[config.mk]
export PLATFORM = sky130hd
export DESIGN_NAME = osc_reset_sequencer_flat
export DESIGN_NICKNAME = d
export VERILOG_FILES = /design/src/rtl/osc_reset_sequencer_if.sv /design/src/rtl/osc_reset_sequencer.sv /design/src/flat_wrapper.sv
export SDC_FILE = /design/constraint.sdc
export NUM_CORES = 1
export LEC_CHECK = 0
export CAP_MARGIN = 15
export CORE_AREA = 8 8 91 77
export DETAILED_ROUTE_END_ITERATION = 16
export DIE_AREA = 0 0 99 85
export PLACE_DENSITY = 0.83
export SYNTH_ARGS = -nofsm -noshare
export SYNTH_HDL_FRONTEND = slang
export SYNTH_SLANG_ARGS = --single-unit
[constraint.sdc]
create_clock -name CLK -period 5.7 [get_ports CLK]
set_input_delay 0.57 -clock CLK [delete_from_list [all_inputs] [get_ports CLK]]
set_output_delay 0.57 -clock CLK [all_outputs]
set_load 0.05 [all_outputs]
[src/rtl/osc_reset_sequencer_if.sv]
// Signal bundle between the oscillator reset sequencer and its environment.
// The sequencer uses the master modport; the surrounding fabric/bench uses slave.
interface osc_reset_sequencer_if #(
  parameter int NUM_DOMAINS = 3
);
  logic                   PLL_LOCK;
  logic                   TICK_1MHZ;
  logic                   FORCE_RESEQ;
  logic [NUM_DOMAINS-1:0] DOMAIN_RST;
  logic                   READY;
  logic                   OSC_FAULT;
  logic [2:0]             STATE;
  logic [7:0]             LAST_COUNT;

  modport master (
    input  PLL_LOCK, TICK_1MHZ, FORCE_RESEQ,
    output DOMAIN_RST, READY, OSC_FAULT, STATE, LAST_COUNT
  );

  modport slave (
    output PLL_LOCK, TICK_1MHZ, FORCE_RESEQ,
    input  DOMAIN_RST, READY, OSC_FAULT, STATE, LAST_COUNT
  );
endinterface

[src/rtl/osc_reset_sequencer.sv]
// Start-up reset sequencer for RC-oscillator/CCC clock domains: settle, filter lock,
// staggered domain release, then supervise oscillator frequency per window.
module osc_reset_sequencer #(
  parameter int NUM_DOMAINS    = 3,
  parameter int SETTLE_CYCLES  = 1024,
  parameter int LOCK_FILTER    = 8,
  parameter int STAGGER_CYCLES = 16,
  parameter int WINDOW_CYCLES  = 1000,
  parameter int TICK_MIN       = 18,
  parameter int TICK_MAX       = 22,
  parameter int FAIL_LIMIT     = 2
) (
  input  logic                  CLK,
  input  logic                  RESET,
  osc_reset_sequencer_if.master io
);

  localparam int SW = $clog2(SETTLE_CYCLES + 1);
  localparam int LW = $clog2(LOCK_FILTER + 1);
  localparam int GW = $clog2(STAGGER_CYCLES + 1);
  localparam int WW = $clog2(WINDOW_CYCLES + 1);
  localparam int BW = $clog2(FAIL_LIMIT + 1);

  typedef enum logic [2:0] {
    S_SETTLE    = 3'd0,
    S_WAIT_LOCK = 3'd1,
    S_RELEASE   = 3'd2,
    S_RUN       = 3'd3,
    S_FAULT     = 3'd4
  } state_t;

  state_t                 state, state_nxt;
  logic                   lock_s1, lock_s2, tick_s1, tick_s2, tick_s3;
  logic [SW-1:0]          settle_cnt;
  logic [LW-1:0]          lock_cnt;
  logic [GW-1:0]          stag_cnt;
  logic [3:0]             rel_idx;
  logic [WW-1:0]          win_cnt;
  logic [7:0]             tick_cnt, win_count;
  logic [BW-1:0]          bad_cnt, bad_d;
  logic                   tick_edge, settle_done, lock_ok, stag_done, last_rel;
  logic                   win_end, win_good, bad_fail, restart;
  logic [NUM_DOMAINS-1:0] dom_rst, dom_rst_d;
  logic                   ready, ready_d, osc_fault, osc_fault_d;
  logic [7:0]             last_count, last_count_d;

  assign tick_edge   = tick_s2 & ~tick_s3;
  assign settle_done = settle_cnt == SW'(SETTLE_CYCLES - 1);
  assign lock_ok     = lock_cnt == LW'(LOCK_FILTER);
  assign stag_done   = stag_cnt == GW'(STAGGER_CYCLES - 1);
  assign last_rel    = rel_idx == 4'(NUM_DOMAINS - 1);
  assign win_end     = win_cnt == WW'(WINDOW_CYCLES - 1);
  // Tick on the window's final cycle is folded into that window's count.
  assign win_count   = (tick_edge && tick_cnt != 8'hFF) ? tick_cnt + 8'd1 : tick_cnt;
  assign win_good    = (win_count >= 8'(TICK_MIN)) && (win_count <= 8'(TICK_MAX));
  assign bad_d       = win_good ? '0 : bad_cnt + BW'(1);
  assign bad_fail    = !win_good && (bad_cnt == BW'(FAIL_LIMIT - 1));
  assign restart     = io.FORCE_RESEQ || (state_nxt != state);

  always_ff @(posedge CLK) begin
    if (RESET) begin
      state      <= S_SETTLE;
      dom_rst    <= '1;
      ready      <= 1'b0;
      osc_fault  <= 1'b0;
      last_count <= '0;
    end else begin
      state      <= state_nxt;
      dom_rst    <= dom_rst_d;
      ready      <= ready_d;
      osc_fault  <= osc_fault_d;
      last_count <= last_count_d;
    end
  end

  always_comb begin
    state_nxt = state;
    if (io.FORCE_RESEQ) begin
      state_nxt = S_SETTLE;
    end else begin
      case (state)
        S_SETTLE:    if (settle_done) state_nxt = S_WAIT_LOCK;
        S_WAIT_LOCK: if (lock_ok) state_nxt = (NUM_DOMAINS == 1) ? S_RUN : S_RELEASE;
        S_RELEASE: begin
          if (!lock_s2)                   state_nxt = S_WAIT_LOCK;
          else if (stag_done && last_rel) state_nxt = S_RUN;
        end
        S_RUN: begin
          if (!lock_s2)                 state_nxt = S_WAIT_LOCK;
          else if (win_end && bad_fail) state_nxt = S_FAULT;
        end
        S_FAULT:     state_nxt = S_FAULT;
        default:     state_nxt = S_SETTLE;
      endcase
    end
  end

  // Outputs are computed from the next state so they register alongside it.
  always_comb begin
    dom_rst_d    = '1;
    ready_d      = 1'b0;
    osc_fault_d  = (state_nxt == S_FAULT);
    last_count_d = last_count;
    case (state_nxt)
      S_RELEASE: begin
        if (state != S_RELEASE) begin
          dom_rst_d[0] = 1'b0;
        end else begin
          dom_rst_d = dom_rst;
          if (stag_done) begin
            for (int unsigned i = 0; i < NUM_DOMAINS; i++) begin
              if (4'(i) == rel_idx) dom_rst_d[i] = 1'b0;
            end
          end
        end
      end
      S_RUN: begin
        dom_rst_d = '0;
        ready_d   = 1'b1;
      end
      default: ;
    endcase
    if (state == S_RUN && win_end && !io.FORCE_RESEQ) last_count_d = win_count;
  end

  always_ff @(posedge CLK) begin
    if (RESET) begin
      lock_s1 <= 1'b0;
      lock_s2 <= 1'b0;
      tick_s1 <= 1'b0;
      tick_s2 <= 1'b0;
      tick_s3 <= 1'b0;
    end else begin
      lock_s1 <= io.PLL_LOCK;
      lock_s2 <= lock_s1;
      tick_s1 <= io.TICK_1MHZ;
      tick_s2 <= tick_s1;
      tick_s3 <= tick_s2;
    end
  end

  always_ff @(posedge CLK) begin
    if (RESET || restart) begin
      settle_cnt <= '0;
      lock_cnt   <= '0;
      stag_cnt   <= '0;
      rel_idx    <= 4'd1;
      win_cnt    <= '0;
      tick_cnt   <= '0;
      bad_cnt    <= '0;
    end else begin
      case (state)
        S_SETTLE:    settle_cnt <= settle_cnt + SW'(1);
        S_WAIT_LOCK: lock_cnt <= !lock_s2 ? '0 : (lock_ok ? lock_cnt : lock_cnt + LW'(1));
        S_RELEASE: begin
          if (stag_done) begin
            stag_cnt <= '0;
            rel_idx  <= rel_idx + 4'd1;
          end else begin
            stag_cnt <= stag_cnt + GW'(1);
          end
        end
        S_RUN: begin
          if (win_end) begin
            win_cnt  <= '0;
            tick_cnt <= '0;
            bad_cnt  <= bad_d;
          end else begin
            win_cnt  <= win_cnt + WW'(1);
            tick_cnt <= win_count;
          end
        end
        default: ;
      endcase
    end
  end

  assign io.DOMAIN_RST = dom_rst;
  assign io.READY      = ready;
  assign io.OSC_FAULT  = osc_fault;
  assign io.STATE      = state;
  assign io.LAST_COUNT = last_count;

endmodule

[src/flat_wrapper.sv]
// flat-port wrapper written by rule: the top's interface ports become plain ports
module osc_reset_sequencer_flat 
#(
  parameter int NUM_DOMAINS    = 3,
  parameter int SETTLE_CYCLES  = 1024,
  parameter int LOCK_FILTER    = 8,
  parameter int STAGGER_CYCLES = 16,
  parameter int WINDOW_CYCLES  = 1000,
  parameter int TICK_MIN       = 18,
  parameter int TICK_MAX       = 22,
  parameter int FAIL_LIMIT     = 2
)
  (CLK, RESET, io_PLL_LOCK, io_TICK_1MHZ, io_FORCE_RESEQ, io_DOMAIN_RST, io_READY, io_OSC_FAULT, io_STATE, io_LAST_COUNT);
  osc_reset_sequencer_if #(.NUM_DOMAINS(NUM_DOMAINS)) io_i ();
  input  logic CLK;
  input  logic RESET;
  input wire logic [$bits(io_i.PLL_LOCK)-1:0] io_PLL_LOCK;
  input wire logic [$bits(io_i.TICK_1MHZ)-1:0] io_TICK_1MHZ;
  input wire logic [$bits(io_i.FORCE_RESEQ)-1:0] io_FORCE_RESEQ;
  output wire logic [$bits(io_i.DOMAIN_RST)-1:0] io_DOMAIN_RST;
  output wire logic [$bits(io_i.READY)-1:0] io_READY;
  output wire logic [$bits(io_i.OSC_FAULT)-1:0] io_OSC_FAULT;
  output wire logic [$bits(io_i.STATE)-1:0] io_STATE;
  output wire logic [$bits(io_i.LAST_COUNT)-1:0] io_LAST_COUNT;
  assign io_i.PLL_LOCK = io_PLL_LOCK;
  assign io_i.TICK_1MHZ = io_TICK_1MHZ;
  assign io_i.FORCE_RESEQ = io_FORCE_RESEQ;
  assign io_DOMAIN_RST = io_i.DOMAIN_RST;
  assign io_READY = io_i.READY;
  assign io_OSC_FAULT = io_i.OSC_FAULT;
  assign io_STATE = io_i.STATE;
  assign io_LAST_COUNT = io_i.LAST_COUNT;
  osc_reset_sequencer #(.NUM_DOMAINS(NUM_DOMAINS), .SETTLE_CYCLES(SETTLE_CYCLES), .LOCK_FILTER(LOCK_FILTER), .STAGGER_CYCLES(STAGGER_CYCLES), .WINDOW_CYCLES(WINDOW_CYCLES), .TICK_MIN(TICK_MIN), .TICK_MAX(TICK_MAX), .FAIL_LIMIT(FAIL_LIMIT)) u_core (.CLK(CLK), .RESET(RESET), .io(io_i));
endmodule
==> key figures, run 1 <==
Run status
  • Status: complete, no violations

Synth
  • Synth Register Bits: 65
  • Syn Area/Cell: 8.654 sq um
  • Synthesized instance count: 396
  • Post-synthesis net count: 412
  • Post-Syn Area: 3427 sq um
  • Prevailing post-synth register cell: dfxtp_1
  • Post-synth EDFFs: 0
  • Distinct cells, synth: 57
  • Seq/Total Area, Yosys: 37.97%
  • Synth warn: 0
  • FFs w/ async S/R, synth: 0%

Job
  • Max Cap Violations: 0

Power and ir drop
  • Pint: 0.7340 mW
  • PD cells: 241.2 nW/um^2
  • Switching power total: 0.1872 mW
  • Sw Share: 20.32%
  • P_leak: 1.265 nW
  • Logic pwr share: 2.2%
  • Peak VDD IR: 0.0001136 V
  • Clk pwr share: 48.1%
  • Sequential power share: 49.7%

Critical path
  • Critical Path RT: 5.91 ns
  • Crit Path Class: reg2reg
  • R2r setup slk: 2.81 ns
  • Reg2reg path depth: 5
  • Startpoint types: register
  • CP max FO: 37
  • Crit. Startpoint: u_core.io.STATE[1]$_SDFF_PP0_
  • Setup crit end: u_core.stag_cnt[0]$_SDFFE_PP0P_
  • CP Data Arrival Time: 3.09 ns
  • R2R Path Start: u_core.io.STATE[1]$_SDFF_PP0_
  • CP Capture Type: register
  • FF-to-FF End: u_core.stag_cnt[0]$_SDFFE_PP0P_

CTS
  • CTS Buffer Depth: 2
  • Setup Fix Bufs, Post-CTS: 0
  • Cts bufs inserted: 9
  • Root Buffer: clkbuf_8
  • H-tree depth: 3
  • Resized cells post-CTS: 0
  • # hold bufs at CTS: 0
  • Clk sinks: 65
  • CTS tree: yes
  • Clock transition at path regs: 0.07 ns
  • Clk Latency, worst-skew pair: 0.35 ns

Place
  • Cells after DPL: 460
  • GP Congestion: 0.8850
  • IO Port Bufs: 20
  • Pre-CTS setup slack: 2.751 ns
  • Post-DP HPWL: 4.720 mm

Worst hold path
  • Min-Delay Path Class: reg2reg

STA
  • Final hold vios: 0
  • Worst-margin pin slew: 0.8849 ns
  • Final worst path period need: 2.886 ns
  • Final worst path period share: 50.63%
  • Worst Setup Slack, final: 2.814 ns
  • Max-slew headroom: 40.88%
  • TNS Setup: 0 ns
  • Final clock skew: 0.009853 ns
  • Highest clock rate: 346.5 MHz
  • RSZ-0062 raised after global routing: false
  • Number of setup violations in the final report: 0
  • Final Max Tran Viols: 0

Detailed routing
  • DR iter-0 viols: 154
  • DR vias: 2808
  • Met3 WL: 384 um
  • Wire length on met2: 3.240 mm
  • Residual DRC count: 0
  • Avg WL per Cell: 14.68 um
  • WL final: 6.988 mm
  • Drt pass-1 iters: 4
  • Top sig layer: met4
  • DRT met1 WL: 3.271 mm
  • Post-route ant nets: 0
  • Vias per cell: 5.899

Layout
  • Layout fillers: 424
  • Layout Nets: 420
  • Core Util, Final: 68.22%
  • Ant diodes: 0
  • Layout cell share with drive strength beyond 1: 13.20%
  • Multi-input gate area: 1974 sq um
  • Final std cells w/o fill: 476
  • Layout Area Growth over Synthesis: 11.46%
  • Reg area: 1301 sq um

Die
  • Chip Height: 85 um
  • Die area: 8415 sq um
  • IO Pins: 21
  • Die span in x: 99 um
  • Initial Utilization: 61.21%
  • Row count: 25
  • CORE AREA: 5599 sq um

Global route
  • Largest net degree at the start of global routing: 43
  • GRT Overall Usage: 17.05%
  • Vias in the first global route: 2616
  • Initial antenna violation count: 0
  • First-pass GRT wire length: 11.59 mm
  • Total gr overflow: 0
## power by group through the flow
stage               clock network (mW)  registers [mW]  logic (mW)
global route                     0.470           0.458      0.0220
global placement                     0           0.468      0.0195
finish                           0.443           0.458      0.0202
CTS                              0.454           0.458      0.0201
detailed placement                   0           0.468      0.0199
floorplan                            0           0.467      0.0144
## how the worst min path moves through the flow
stage,cells past startpoint,endpoint,startpoint,slack (ns)
CTS,2,u_core.io.LAST_COUNT[0]$_SDFFE_PP0P_,u_core.io.LAST_COUNT[0]$_SDFFE_PP0P_,0.45
global placement,2,u_core.io.LAST_COUNT[2]$_SDFFE_PP0P_,u_core.io.LAST_COUNT[2]$_SDFFE_PP0P_,0.44
detailed placement,1,u_core.lock_s2$_SDFF_PP0_,u_core.lock_s1$_SDFF_PP0_,0.43
finish,2,u_core.io.LAST_COUNT[0]$_SDFFE_PP0P_,u_core.io.LAST_COUNT[0]$_SDFFE_PP0P_,0.45
global route,1,u_core.lock_s2$_SDFF_PP0_,u_core.lock_s1$_SDFF_PP0_,0.47
floorplan,1,u_core.lock_s2$_SDFF_PP0_,u_core.lock_s1$_SDFF_PP0_,0.41
## logic make-up (layout without fill, tap and decap cells)
kind of cell,count (synthesis),count (layout),synth area share (%)
AND/OR/NAND/NOR,199,199,34.17
adder cells (fa/ha/maj),11,11,4.016
multiplexers,5,5,1.606
buffers and inverters,32,45,4.746
AO/OA/AOI/OAI,58,58,10.84
flip-flops,65,65,37.97
XOR/XNOR,26,26,6.645
## per-layer routing
layer / global-route usage, % / vias to the layer above
met5: 0 / -
met2: 27.51 / 57
met4: 8.623 / 0
met3: 5.560 / 7
met1: 19.83 / 1325
li1: - / 1419
## critical path, cell delays in order, from the launching register on
cell and delay (ns):
dfxtp_1 0.55, nand3b_1 0.53, or4_1 0.80, nor2_1 0.19, and2_4 0.55, nor4_1 0.11
## flip-flops by register name, indices dropped and copies added (netlist names), 2 cells and up
signal                flops
u_core.bad_cnt            2
u_core.io.DOMAIN_RST      3
u_core.io.LAST_COUNT      8
u_core.io.STATE           3
u_core.lock_cnt           4
u_core.rel_idx            4
u_core.settle_cnt        11
u_core.stag_cnt           5
u_core.tick_cnt           8
u_core.win_cnt           10
## cell usage in the layout, fill, tap and decap left out, types with 2 or more instances in the layout
cell,count
nor3b_1,2
o21ai_0,5
o211a_1,2
and3b_1,2
nand3_1,13
nor2b_1,10
bufinv_16,2
o21ai_1,2
nand2b_1,2
a22oi_1,4
nor3_2,31
or2_1,2
nor4_1,4
inv_1,7
xnor2_1,12
xor2_1,14
and3_1,7
nand3b_1,2
a31oi_1,4
clkbuf_1,3
ha_1,11
or3_1,2
and2_1,3
nand4_1,12
nor2_1,28
mux2i_1,4
clkdlybuf4s50_1,20
dfxtp_1,65
o211ai_1,2
nand2_1,48
a21oi_1,25
nor3_1,21
clkbuf_8,11
## stage by stage
stage	instance area, sq um	hold slack, ns	power (mW)
after floorplan	3427	0.4138	0.4819
after global placement	3597	0.4387	0.4879
after detailed placement	3597	0.4265	0.4884
after CTS	3820	0.4546	0.9318
after global routing	3820	0.4694	0.9504
final	3820	0.4525	0.9212
## cells in the mapped netlist, types with 2 or more instances
library cell / instances / area (sq um)
a21oi_1: 25 / 125.1
a22oi_1: 4 / 30.03
a31oi_1: 4 / 25.02
and2_1: 3 / 18.77
and3_1: 7 / 43.79
and3b_1: 2 / 17.52
buf_2: 10 / 50.05
buf_6: 4 / 45.04
clkbuf_1: 10 / 37.54
dfxtp_1: 65 / 1301
ha_1: 11 / 137.6
inv_1: 7 / 26.28
mux2i_1: 4 / 40.04
nand2_1: 48 / 180.2
nand2b_1: 2 / 12.51
nand3_1: 13 / 65.06
nand3b_1: 2 / 15.01
nand4_1: 12 / 75.07
nor2_1: 28 / 105.1
nor2b_1: 10 / 62.56
nor3_1: 21 / 105.1
nor3_2: 31 / 310.3
nor3b_1: 2 / 15.01
nor4_1: 4 / 25.02
o211a_1: 2 / 20.02
o211ai_1: 2 / 15.01
o21ai_0: 5 / 25.02
o21ai_1: 3 / 15.01
or2_1: 2 / 12.51
or3_1: 2 / 12.51
xnor2_1: 12 / 105.1
xor2_1: 14 / 122.6
## final cells by class
| cell class | instances | share of cell area [%] |
|---|---|---|
| clock buffer | 14 | 4.258 |
| tap | 67 | 2.195 |
| inverter | 8 | 0.7861 |
| sequential | 65 | 34.06 |
| clock inverter | 2 | 1.572 |
| multi-input combinational | 299 | 51.69 |
| timing repair buffer | 21 | 5.437 |
Note: power is estimated with default switching activity, not from simulation.
==> run 2: changes to the inputs <==
CORE_AREA = 8 8 95 80   (was 8 8 91 77)
DIE_AREA = 0 0 103 88   (was 0 0 99 85)
PLACE_DENSITY = 0.77   (was 0.83)
clock period = 2.9 ns   (was 5.7 ns; I/O delays follow)
==> run 2 against run 1 <==
  * Power up 77%
  * Setup slack worse by 2.6 ns
  * Utilization shrank 5.0 points
  * Final cell count increased by 5.3%
  * Sequential share of layout area fell by 0.40 points
  * Flip-flop and latch count did not move
  * Critical path depth rose by 2
  * Clock skew is 0.0017 ns lower
  * Sequential power up 97%
  * Cell area is 1.2% higher
  * Via count up 1.3%
  * Critical path type unchanged
==> key figures, run 2 (synthesized netlist as in run 1, its figures left out) <==
STA
  • Final clock skew: 0.008130 ns
  • WHS: 0.4494 ns
  • TNS Setup: 0 ns
  • Final worst path period share: 91.97%
  • RSZ-0062 raised after global routing: false
  • Highest clock rate: 374.9 MHz
  • Final worst path period need: 2.667 ns
  • Worst-margin pin slew: 0.7237 ns
  • Final hold vios: 0
  • Number of setup violations in the final report: 0
  • Final Max Tran Viols: 0
  • Max-slew headroom: 51.38%

Die
  • IO Pins: 21
  • Row count: 26
  • Die span in x: 103 um
  • Initial Utilization: 56.04%
  • CORE AREA: 6116 sq um
  • Die area: 9064 sq um
  • Chip Height: 88 um

Detailed routing
  • DR vias: 2845
  • Avg WL per Cell: 14.62 um
  • DR iter-0 viols: 154
  • Vias per cell: 5.679
  • WL final: 7.323 mm
  • Post-route ant nets: 0
  • Drt pass-1 iters: 4
  • Residual DRC count: 0

Place
  • Placed inst area: 3691 sq um
  • GP Congestion: 0.9286
  • Cells after DPL: 485
  • IO Port Bufs: 20
  • Post-DP HPWL: 5.180 mm

Global route
  • Largest net degree at the start of global routing: 43
  • Vias in the first global route: 2675
  • Initial antenna violation count: 0
  • First-pass GRT wire length: 12.81 mm
  • GRT Overall Usage: 17.92%
  • Total gr overflow: 0

Layout
  • Layout Nets: 428
  • Fin area: 3865 sq um
  • Final std cells w/o fill: 501
  • Layout fillers: 550
  • Core Util, Final: 63.20%
  • Largest regs: u_core.settle_cnt (11), u_core.win_cnt (10)
  • Layout cell share with drive strength beyond 1: 15.11%
  • Multi-input gate area: 1974 sq um
  • Ant diodes: 0
  • Largest reg by FF count: u_core.settle_cnt
  • Max FFs per register: 11
  • Commonest cells after routing, fill and taps aside: 65 x dfxtp_1, 48 x nand2_1, 31 x nor3_2
  • Most common cell after layout, fill and taps aside: dfxtp_1
  • Layout Area Growth over Synthesis: 12.78%
  • Reg area: 1301 sq um

Power and ir drop
  • P_leak: 1.295 nW
  • Sw Share: 22.20%
  • Clk pwr share: 42.0%
  • Logic pwr share: 2.7%
  • Peak VDD IR: 0.0002467 V
  • Pint: 1.267 mW
  • Switching power total: 0.3615 mW
  • PD cells: 421.3 nW/um^2
  • Sequential power share: 55.3%

Run status
  • Status: complete, no violations

CTS
  • CTS tree: yes
  • Setup Fix Bufs, Post-CTS: 0
  • Resized cells post-CTS: 0
  • Clock transition at path regs: 0.07 ns
  • CTS Buffer Depth: 2
  • Cts bufs inserted: 9
  • # hold bufs at CTS: 0
  • Clk Latency, worst-skew pair: 0.34 ns
  • Clk sinks: 65
  • Root Buffer: clkbuf_8
  • H-tree depth: 3

Job
  • Max Cap Violations: 0

Worst hold path
  • Min-Delay Path Class: reg2reg

Critical path
  • CP Capture Type: register
  • Critical Path RT: 3.13 ns
  • CP Data Arrival Time: 2.90 ns
  • CP max FO: 37
  • Crit Path Class: reg2reg
  • Startpoint types: register
==> run 2: cell types whose count changed in the layout (fill, tap and decap cells not counted) <==
cell / change
buf_12: +1
buf_4: +7
bufinv_16: -2
clkbuf_1: -1
clkinv_2: +3
==> run 2: final timing paths <==
check	startpoint	endpoint	slack, ns	cells after the start
setup / recovery	u_core.tick_cnt[0]$_SDFFE_PP0P_	u_core.stag_cnt[3]$_SDFFE_PP0P_	0.23	7
hold / removal	u_core.io.LAST_COUNT[0]$_SDFFE_PP0P_	u_core.io.LAST_COUNT[0]$_SDFFE_PP0P_	0.45	2
setup reg to reg	u_core.tick_cnt[0]$_SDFFE_PP0P_	u_core.stag_cnt[3]$_SDFFE_PP0P_	0.23	7
hold reg to reg	u_core.io.LAST_COUNT[0]$_SDFFE_PP0P_	u_core.io.LAST_COUNT[0]$_SDFFE_PP0P_	0.45	2
==> run 2: final cells by class <==
class	instances	area share (%)
tap	84	2.719
inverter	8	0.7769
clock buffer	13	4.111
clock inverter	3	0.3885
multi-input combinational	299	51.08
sequential	65	33.67
timing repair buffer	29	7.252
==> run 2: metrics by stage <==
step                setup WS, ns  total power, mW
global route             0.06606            1.695
CTS                       0.2620            1.650
finish                    0.2330            1.628
floorplan                 0.4495           0.9471
global placement          0.4532           0.9644
detailed placement        0.2821           0.9644
==> run 2: power groups by stage <==
stage                     clock (mW)  sequential [mW]  combinational (mW)
after global placement             0            0.921              0.0438
after global routing           0.746            0.900              0.0486
final                          0.684            0.901              0.0440
after floorplan                    0            0.919              0.0284
after detailed placement           0            0.921              0.0439
after CTS                      0.705            0.900              0.0445
==> run 2: critical path, stage by stage (launching register included) <==
cell,delay [ns]
dfxtp_1,0.48
ha_1,0.27
and2_1,0.18
and3_1,0.28
mux2i_1,0.10
a2111o_1,0.47
and2_4,0.35
nor4_1,0.40
==> run 2: metal layers <==
metal | GRT usage (%) | vias up | share of wire (%)
met1 | 23.92 | 1315 | 48
met2 | 25.98 | 79 | 43
li1 | - | 1440 | -
met3 | 5.798 | 11 | 7.1
met5 | 0 | - | 0
met4 | 6.946 | 0 | 1.5
==> run 3: changes to the inputs <==
CELL_PAD_IN_SITES_DETAIL_PLACEMENT = 0   (was unset)
CELL_PAD_IN_SITES_GLOBAL_PLACEMENT = 2   (was unset)
CORE_AREA = 8 8 117 98   (was 8 8 95 80)
DIE_AREA = 0 0 125 106   (was 0 0 103 88)
PLACE_DENSITY = unset   (was 0.77)
PLACE_DENSITY_LB_ADDON = 0.1   (was unset)
==> run 3 against run 2 <==
  * Clock power grew 61%
  * Flip-flop and latch count is the same
  * Power grew 26%
  * Cell area grew 6.5%
  * Global-route usage shrank 5.4 points
  * Clock skew shrank 0.0035 ns
  * Critical path type unchanged
==> key figures, run 3 (synthesized netlist as in run 1, its figures left out) <==
Place
  • Placed inst area: 3806 sq um
  • Cells after DPL: 532
  • GP Congestion: 0.8308
  • Post-DP HPWL: 5.620 mm
  • Pre-CTS setup slack: 0.3523 ns
  • IO Port Bufs: 20

CTS
  • Clock transition at path regs: 0.05 ns
  • Root Buffer: clkbuf_16
  • Setup Fix Bufs, Post-CTS: 0
  • Clk sinks: 65
  • Clk Latency, worst-skew pair: 0.32 ns
  • Resized cells post-CTS: 0
  • CTS tree: yes
  • CTS Buffer Depth: 2
  • H-tree depth: 3
  • # hold bufs at CTS: 0
  • Cts bufs inserted: 9

Detailed routing
  • Avg WL per Cell: 14.36 um
  • Drt pass-1 iters: 4
  • Post-route ant nets: 0
  • WL final: 7.871 mm
  • Vias per cell: 5.117
  • Residual DRC count: 0
  • DR vias: 2804
  • DR iter-0 viols: 90

Layout
  • Largest regs: u_core.settle_cnt (11), u_core.win_cnt (10)
  • Layout Area Growth over Synthesis: 20.08%
  • Final std cells w/o fill: 548
  • Fin area: 4115 sq um
  • Layout cell share with drive strength beyond 1: 16.90%
  • Layout Nets: 437
  • Ant diodes: 0
  • Commonest cells after routing, fill and taps aside: 65 x dfxtp_1, 48 x nand2_1, 31 x nor3_2
  • Core Util, Final: 42.23%
  • Largest reg by FF count: u_core.settle_cnt
  • Max FFs per register: 11
  • Most common cell after layout, fill and taps aside: dfxtp_1

Critical path
  • CP max FO: 9
  • Critical Path RT: 3.09 ns
  • CP Capture Type: register
  • Startpoint types: register
  • R2r setup slk: 0.37 ns
  • CP Data Arrival Time: 2.71 ns
  • Crit Path Class: reg2reg

STA
  • Worst-margin pin slew: 0.7520 ns
  • Final clock skew: 0.004603 ns
  • WHS: 0.4407 ns
  • RSZ-0062 raised after global routing: false
  • Number of setup violations in the final report: 0
  • Final worst path period need: 2.526 ns
  • TNS Setup: 0 ns
  • Final Max Tran Viols: 0
  • Final hold vios: 0
  • Highest clock rate: 395.9 MHz
  • Max-slew headroom: 49.48%
  • Worst Setup Slack, final: 0.3738 ns
  • Final worst path period share: 87.11%

Global route
  • First-pass GRT wire length: 13.54 mm
  • Largest net degree at the start of global routing: 38
  • Initial antenna violation count: 0
  • Total gr overflow: 0
  • GRT Overall Usage: 12.49%
  • Vias in the first global route: 2713

Power and ir drop
  • Peak VDD IR: 0.0002412 V
  • Final Power: 2.054 mW
  • P_leak: 1.401 nW
  • PD cells: 499.2 nW/um^2

Job
  • Max Cap Violations: 0

Die
  • Chip Height: 106 um
  • Row count: 33
  • CORE AREA: 9744 sq um
  • Die span in x: 125 um
  • Initial Utilization: 35.17%
  • Die area: 13250 sq um
  • IO Pins: 21

Run status
  • Status: complete, no violations

Worst hold path
  • Min-Delay Path Class: reg2reg
[run 3: critical path: stages, from the launching register on]
cell and delay (ns):
dfxtp_1 0.36, ha_1 0.21, nand4b_1 0.15, or4b_1 0.58, a21oi_1 0.22, nor3_1 0.16, o21ai_4 0.36, buf_4 0.28
nor3_2 0.07
[run 3: layout make-up]
type / instances / area [sq um]
clock buffers: 14 / 274.0
clock inverters: 2 / 35.03
fillers: 996 / 5629
inverters: 8 / 30.03
multi-input cells: 299 / 1974
flip-flops and latches: 65 / 1301
well taps: 122 / 152.6
repair buffers: 38 / 347.8
[run 3: metal layers]
layer | up-vias | wire (um) | global-route usage (%)
li1 | 1448 | - | -
met1 | 1302 | 4308 | 17.48
met2 | 46 | 3124 | 17.58
met3 | 8 | 335 | 3.752
met4 | 0 | 103 | 4.683
met5 | - | 0 | 0
[run 3: power breakdown]
part / switching, mW / leakage [nW] / internal [mW]
Clock: 0.370 / 0.153 / 0.734
Sequential: 0.00395 / 0.525 / 0.898
Combinational: 0.0285 / 0.723 / 0.0188
[run 3: path summary, 6_finish.rpt]
check,from,to,cells past startpoint
worst min register to register,u_core.tick_s1$_SDFF_PP0_,u_core.tick_s2$_SDFF_PP0_,1
worst max register to register,u_core.stag_cnt[0]$_SDFFE_PP0P_,u_core.tick_cnt[2]$_SDFFE_PP0P_,8
worst min-delay path,u_core.tick_s1$_SDFF_PP0_,u_core.tick_s2$_SDFF_PP0_,1
worst max-delay path,u_core.stag_cnt[0]$_SDFFE_PP0P_,u_core.tick_cnt[2]$_SDFFE_PP0P_,8
